[config.mk]
export PLATFORM = sky130hd
export DESIGN_NAME = multi_latency_wakeup_pipe
export DESIGN_NICKNAME = d
export VERILOG_FILES = /design/src/rtl/multi_latency_wakeup_pipe.sv
export SDC_FILE = /design/constraint.sdc
export NUM_CORES = 1
export LEC_CHECK = 0
export BUFFER_PORTS_ARGS = -buffer_cell sky130_fd_sc_hd__buf_2
export CAP_MARGIN = 10
export CORE_MARGIN = 2
export CORE_UTILIZATION = 40
export DETAILED_ROUTE_END_ITERATION = 8
export HOLD_SLACK_MARGIN = 0.12
export PLACE_DENSITY = 0.73
export SYNTH_ARGS = -nofsm -noshare
export SYNTH_HDL_FRONTEND = slang
export SYNTH_SLANG_ARGS = --single-unit
[constraint.sdc]
create_clock -name clk -period 5.41 [get_ports clk]
set_clock_uncertainty 0.05 [all_clocks]
set_input_delay 1.082 -clock clk [delete_from_list [all_inputs] [get_ports clk]]
set_output_delay 1.082 -clock clk [all_outputs]
set_load 0.03 [all_outputs]
[src/rtl/multi_latency_wakeup_pipe.sv]
// multi_latency_wakeup_pipe: per-lane latency slot pipeline that schedules a
// dependent wakeup L cycles after select and frees the IQ entry next cycle.
// Ports: clk, rst (async, active high), stall, flush;
//   select side: selected, selectedPtr, selectedLatency;
//   wakeup side: wakeup, wakeupPtr, wakeupVector;
//   IQ side: releaseEntry, releasePtr;
//   slotBusy (per-lane latency availability), schedErr (dropped-op pulse).
module multi_latency_wakeup_pipe #(
    parameter int ISSUE_WIDTH = 4,
    parameter int ENTRY_NUM   = 16,
    parameter int MAX_LATENCY = 4,
    parameter int INDEX_WIDTH = $clog2(ENTRY_NUM),
    parameter int LAT_WIDTH   = $clog2(MAX_LATENCY + 1)
) (
    input  logic                               clk,
    input  logic                               rst,
    input  logic                               stall,
    input  logic                               flush,
    input  logic [ISSUE_WIDTH-1:0]             selected,
    input  logic [ISSUE_WIDTH*INDEX_WIDTH-1:0] selectedPtr,
    input  logic [ISSUE_WIDTH*LAT_WIDTH-1:0]   selectedLatency,
    output logic [ISSUE_WIDTH-1:0]             wakeup,
    output logic [ISSUE_WIDTH*INDEX_WIDTH-1:0] wakeupPtr,
    output logic [ISSUE_WIDTH*ENTRY_NUM-1:0]   wakeupVector,
    output logic [ISSUE_WIDTH-1:0]             releaseEntry,
    output logic [ISSUE_WIDTH*INDEX_WIDTH-1:0] releasePtr,
    output logic [ISSUE_WIDTH*MAX_LATENCY-1:0] slotBusy,
    output logic [ISSUE_WIDTH-1:0]             schedErr
);

    logic [MAX_LATENCY:1]   slotValid [ISSUE_WIDTH];
    logic [INDEX_WIDTH-1:0] slotPtr   [ISSUE_WIDTH][MAX_LATENCY:1];
    logic [MAX_LATENCY:1]   nxtValid  [ISSUE_WIDTH];
    logic [INDEX_WIDTH-1:0] nxtPtr    [ISSUE_WIDTH][MAX_LATENCY:1];

    logic [INDEX_WIDTH-1:0] inPtr [ISSUE_WIDTH];
    logic [LAT_WIDTH-1:0]   inLat [ISSUE_WIDTH];
    logic [ISSUE_WIDTH-1:0] legal;
    logic [ISSUE_WIDTH-1:0] accept;
    logic [ISSUE_WIDTH-1:0] errNxt;

    logic [ISSUE_WIDTH-1:0]             errReg;
    logic [ISSUE_WIDTH-1:0]             relReg;
    logic [ISSUE_WIDTH*INDEX_WIDTH-1:0] relPtrReg;

    // Every op handed over outside stall/flush leaves the queue, dropped or not.
    assign accept = selected & ~{ISSUE_WIDTH{stall | flush}};

    always_comb begin
        errNxt = '0;
        legal  = '0;
        for (int l = 0; l < ISSUE_WIDTH; l++) begin
            inPtr[l] = selectedPtr[l*INDEX_WIDTH +: INDEX_WIDTH];
            inLat[l] = selectedLatency[l*LAT_WIDTH +: LAT_WIDTH];
            legal[l] = (inLat[l] != '0) &&
                       (int'(inLat[l]) <= MAX_LATENCY);
            for (int k = 1; k < MAX_LATENCY; k++) begin
                nxtValid[l][k] = slotValid[l][k+1];
                nxtPtr[l][k]   = slotPtr[l][k+1];
            end
            nxtValid[l][MAX_LATENCY] = 1'b0;
            nxtPtr[l][MAX_LATENCY]   = '0;
            if (accept[l]) begin
                if (!legal[l]) begin
                    errNxt[l] = 1'b1;
                end
                for (int k = 1; k <= MAX_LATENCY; k++) begin
                    if (legal[l] && int'(inLat[l]) == k) begin
                        // The op already shifting into slot k keeps it.
                        if (nxtValid[l][k]) begin
                            errNxt[l] = 1'b1;
                        end else begin
                            nxtValid[l][k] = 1'b1;
                            nxtPtr[l][k]   = inPtr[l];
                        end
                    end
                end
            end
        end
    end

    always_ff @(posedge clk or posedge rst) begin
        if (rst) begin
            for (int l = 0; l < ISSUE_WIDTH; l++) begin
                slotValid[l] <= '0;
                for (int k = 1; k <= MAX_LATENCY; k++) begin
                    slotPtr[l][k] <= '0;
                end
            end
            errReg    <= '0;
            relReg    <= '0;
            relPtrReg <= '0;
        end else begin
            for (int l = 0; l < ISSUE_WIDTH; l++) begin
                if (flush) begin
                    slotValid[l] <= '0;
                    for (int k = 1; k <= MAX_LATENCY; k++) begin
                        slotPtr[l][k] <= '0;
                    end
                end else if (!stall) begin
                    slotValid[l] <= nxtValid[l];
                    for (int k = 1; k <= MAX_LATENCY; k++) begin
                        slotPtr[l][k] <= nxtPtr[l][k];
                    end
                end
            end
            errReg    <= errNxt;
            relReg    <= accept;
            relPtrReg <= selectedPtr;
        end
    end

    always_comb begin
        wakeup       = '0;
        wakeupPtr    = '0;
        wakeupVector = '0;
        slotBusy     = '0;
        for (int l = 0; l < ISSUE_WIDTH; l++) begin
            wakeup[l] = slotValid[l][1] & ~stall;
            wakeupPtr[l*INDEX_WIDTH +: INDEX_WIDTH] = slotPtr[l][1];
            if (wakeup[l]) begin
                wakeupVector[l*ENTRY_NUM +: ENTRY_NUM] =
                    ENTRY_NUM'(1) << slotPtr[l][1];
            end
            // Latency L lands in the slot that slot L+1 shifts into.
            for (int k = 1; k < MAX_LATENCY; k++) begin
                slotBusy[l*MAX_LATENCY + k - 1] = slotValid[l][k+1];
            end
        end
    end

    assign schedErr     = errReg;
    assign releaseEntry = relReg;
    assign releasePtr   = relPtrReg;

endmodule

# Yosys cells after proc, flatten, opt, wreduce, memory -nomap -nowiden
# Cells that the tools add are included.
word_totals:
  register_bits: 104
  latch_bits: 0
  mem_bits_rw: 0
  rom_bits: 0
  in_bits: 36
  output_inout_bits: 124
  word_cells: 184
  mem_count: 0
op_classes:
  add_sub_neg: 0
  n_mul: 0
  div: 0
  magnitude_cmp: 4
  eq_ne: 17
  shift: 4
  muxes: 104
  n_bitwise: 8
  n_reduce_logical: 24
ops:
  columns: ["cell", "count"]
  rows:
  - ["16-bit 2-to-1 mux", 16]
  - ["4-bit 2-to-1 mux", 40]
  - ["1-bit by 4-bit left shift with 16-bit output (first input constant)", 4]
  - ["1-bit 2-to-1 mux", 48]
  - ["3-bit == test (second input constant)", 12]
  - ["1-bit logical AND", 20]
  - ["3-bit by 2-bit == test with 1-bit output (second input constant)", 4]
  - ["3-bit <= comparator (second input constant)", 4]
  - ["3-bit nonzero test", 4]
  - ["1-bit AND", 4]
  - ["4-bit AND", 1]
  - ["4-bit inverter", 1]
  - ["2-bit by 1-bit != test with 1-bit output (second input constant)", 1]
  - ["1-bit inverter", 1]
  - ["1-bit bitwise OR", 1]

# Depth between registers and ports, before layout
logic_depth:
  ltp_word: 10
  mapped_depth: 7
  depth_no_buf: 5

# Worst setup path after synthesis
# OpenSTA, ideal clock, no wires.
synth_path:
  kind: "in2out"
  startpoint: "input stall"
  endpoint: "output wakeupVector[41]"
  t_arrival_ns: 3.232
  required_time_ns: 4.278
  path_slack_ns: 1.046
  cell_stages: 5
  path_buffers: 2
  cell_sequence: "buf_6 > buf_2 > nor2b_1 > nand2_1 > nor4b_1"
synth_between:
  elab_chain_len: 3
synth_rtl:
  columns: ["element", "line", "text"]
  rows:
  - ["start: declaration", "17", "input logic stall,"]
  - ["1-bit inverter", "119", "wakeup[l] = slotValid[l][1] & ~stall;"]
  - ["1-bit AND", "119", null]
  - ["net wakeup[2]", "22", "output logic [ISSUE_WIDTH-1:0] wakeup,"]
  - ["16-bit 2-to-1 mux", "121", "if (wakeup[l]) begin"]
  - ["end: declaration", "24", "output logic [ISSUE_WIDTH*ENTRY_NUM-1:0] wakeupVector,"]
# The timed path passes the listed nets, and every way through them passes these cells.

# Worst setup path in the final report
layout_path:
  startpoint: "input stall"
  endpoint: "output wakeupVector[33]"
layout_between:
  elab_chain_len: 3
layout_rtl:
  columns: ["element", "line"]
  rows:
  - ["1-bit inverter", "119"]
  - ["1-bit AND", "119"]
  - ["16-bit 2-to-1 mux", "121"]
# Every way passes these cells.

==> impl_metrics.py <==
metrics = {
    "run_status": {
        "status": "complete, no violations",
    },
    "global_route": {
        "use_met3_pct": 2.379,
        "grt_util_met1_pct": 23.32,
        "track_usage_pct": 17.16,
        "grt_max_degree": 82,
        "antenna_found_initial": 0,
        "use_met2_pct": 28.03,
        "grt_pass1_vias": 4751,
        "grt_first_pass_wirelength_um": 23190,
        "top_usage_layer": "met2",
        "gr-total-overflow": 0,
    },
    "yosys": {
        "synthMuxAreaShare_pct": 1.184,
        "netlist_area_um2": 6130,
        "synth-simple-area-share_pct": 30.82,
        "synth_flop_cell": "dfrtp_1",
        "synth_top_family_by_area": "simple AND/OR/NAND/NOR gates",
        "synth_fa_ha_area_share_pct": 0.8165,
        "synth_enable_flop_cells": 0,
        "synthDistinctLibCells": 52,
        "postSynth.asyncResetShare_pct": 100.0,
        "synth_compound_area_share_pct": 16.15,
        "ys_seq_area_share_pct": 42.46,
        "syn_avg_cell_area_um2": 9.358,
        "yosys_warnings": 0,
        "synth_seq_cells": 104,
        "synthCells": 655,
        "yosys.area_share.xor_xnor_pct": 0,
    },
    "critical_path": {
        "slowest_delay_ns": 0.30,
        "arrival_ns": 2.42,
        "cp_max_fo": 66,
        "crit_family": "simple AND/OR/NAND/NOR gates",
        "ff2ff_setup_slack_ns": 3.59,
        "worstSetupPathType": "input port to primary output",
        "cp_cell_sequence": "buf_4 > nor2b_1 > nand2b_1 > nor4b_1 > buf_2",
        "cp-end-kind": "primary output",
        "crit_required_ns": 4.28,
        "crit_path_top_delay_cell": "buf_4",
        "worstPathBufferInverterCount": 2,
        "startpoint_type": "input port",
    },
    "power": {
        "ir_drop_v": 0.0001325,
        "power_w": 0.001847,
        "power-per-cell-area_nw_per_um2": 259.5,
        "seqPwrFrac_pct": 45.5,
        "p_comb_share_pct": 15.4,
        "leakagePower_nw": 3.182,
        "p_int_w": 0.001336,
        "power.switching_w": 0.0005107,
        "swShare_pct": 27.66,
        "clkPwrFrac_pct": 39.1,
    },
    "cts": {
        "root_buffer": "clkbuf_16",
        "cts_num_sinks": 104,
        "clk_latency_ns": 0.35,
        "ctsHoldBuffers": 0,
        "cts_resized": 0,
        "cts_max_level": 3,
        "tritoncts": "yes",
        "cts.clk_slew.worst_paths_ns": 0.07,
        "post_cts_buffers": 0,
        "cts.path.max_buffers": 2,
        "cts_buffers": 9,
    },
    "cells_and_area": {
        "design_area_um2": 7116,
        "drive_gt1_share_pct": 30.10,
        "seq_area_um2": 2603,
        "final_common_cell": "buf_2",
        "final_cells": 952,
        "synthToLayoutAreaGrowth_pct": 16.08,
        "multi_input_area_um2": 3017,
        "fin_nets": 799,
        "most-common-layout-cells": "buf_2, dfrtp_1, nor2_1",
        "diodes": 0,
        "fill_cells": 1470,
    },
    "routing": {
        "dr.pass1.iters": 4,
        "drt-total-wl_um": 13940,
        "ant_nets": 0,
        "num_vias": 5106,
        "via_per_inst": 5.363,
        "drt_iter0_markers": 360,
        "wl_per_cell_um": 14.64,
        "drcViolationCount": 0,
    },
    "sta": {
        "fin_crit_sh_pct": 65.74,
        "maxSlewHeadroom_pct": 26.86,
        "hold_slack_ns": 0.4735,
        "max_freq_mhz": 281.2,
        "setup_tns_ns": 0,
        "drv_slew": 0,
        "fin_crit_ns": 3.557,
        "finalHoldViolations": 0,
        "setup_viol": 0,
        "tightest_slew_ns": 1.082,
        "rsz0062_at_grt": "no",
    },
    "job": {
        "maxCapViolations": 0,
    },
    "placed_design": {
        "routabilityCongestion": 0.7897,
        "hpwlAfterDp_um": 9469,
        "port_buffers": 155,
        "place_area_um2": 6784,
        "placed_cells": 936,
    },
    "die": {
        "rows": 45,
        "dieWidth_um": 127.8,
        "die_h_um": 127.8,
        "design.die.area_um2": 16330,
        "io_pins": 160,
        "core_area_um2": 15090,
        "initial_core_util_pct": 40.62,
    },
    "min_path": {
        "hp-class": "flip-flop to flip-flop",
    },
}
==> cells in the mapped netlist, types with 3 or more instances <==
cell	instances	area, um^2
nor3_1	57	285.3
clkbuf_1	21	78.83
or4b_1	3	30.03
nand2b_1	5	31.28
or4_1	7	52.55
or4_4	3	33.78
nor2b_1	42	262.8
and2_1	5	31.28
nand3_1	14	70.07
a21oi_1	36	180.2
nor4_1	8	50.05
nand2_1	27	101.4
ha_1	4	50.05
nor4b_1	7	61.31
buf_4	32	240.2
o21a_1	5	37.54
buf_1	3	11.26
inv_1	29	108.9
nor2_1	97	364.1
a2111oi_2	29	435.4
or2_4	7	61.31
o21ai_0	3	15.01
buf_2	10	50.05
nand4bb_1	3	33.78
a211oi_1	8	60.06
mux2i_1	5	50.05
or4b_4	6	82.58
or4bb_1	4	45.04
nand3b_1	23	172.7
dfrtp_1	104	2603
o311a_1	15	150.1
a21o_1	3	22.52
==> worst min-delay path, stage by stage (launching register included) <==
cell	delay [ns]
dfrtp_1	0.38
nand2_1	0.06
a21oi_1	0.05
==> path summary, 6_finish.rpt <==
kind / startpoint / to / depth (start not counted)
max: stall / wakeupVector[33] / 5
min: slotPtr[45]$_DFFE_PP0P_ / slotPtr[45]$_DFFE_PP0P_ / 2
max reg2reg: slotBusy[1]$_DFFE_PP0P_ / slotPtr[53]$_DFFE_PP0P_ / 3
min reg2reg: slotPtr[45]$_DFFE_PP0P_ / slotPtr[45]$_DFFE_PP0P_ / 2
max in group asynchronous: rst / releasePtr[0]$_DFF_PP0_ / 3
min in group asynchronous: rst / releasePtr[4]$_DFF_PP0_ / 2
==> per-stage QoR <==
stage	util, %	setup WS (ns)
finish	47.16	1.853
global placement	44.96	1.846
floorplan	-	1.046
detailed placement	44.96	1.852
global route	47.16	1.685
CTS	47.16	1.859
==> layer usage <==
metal  vias up  part of all wire [%]
li1       2531                     -
met1      2449                    49
met3        13                   3.5
met5         -                     0
met4         0                   1.5
met2       113                    46
==> registers in the layout (all words and copies together) (netlist names) <==
name	count
slotValid	4
releasePtr	16
wakeupPtr	16
schedErr	4
slotBusy	12
slotPtr	48
releaseEntry	4
==> power by group through the flow <==
stage,logic [W],clock network (W),registers [W]
after floorplan,0.000210,0,0.000863
after global placement,0.000284,0,0.000854
after detailed placement,0.000286,0,0.000856
after CTS,0.000287,0.000740,0.000840
after global routing,0.000313,0.000769,0.000846
final,0.000284,0.000722,0.000841
==> area by class of cell <==
class                           count  area share (%)
Clock inverter                      5           1.108
Sequential cell                   104           36.57
Multi-Input combinational cell    455           42.39
Timing Repair Buffer              160           11.50
Tap cell                          188           3.306
Inverter                           29           1.565
Clock buffer                       11           3.552
==> cells by family (layout without fill, tap and decap cells) <==
family	count (synthesis)	count (layout)
flip-flops	104	104
AND/OR/NAND/NOR	331	331
adder cells (fa/ha/maj)	4	4
buffers and inverters	99	205
multiplexers	7	7
AO/OA/AOI/OAI	109	109
other	1	4
Note: power is estimated with default switching activity, not from simulation.
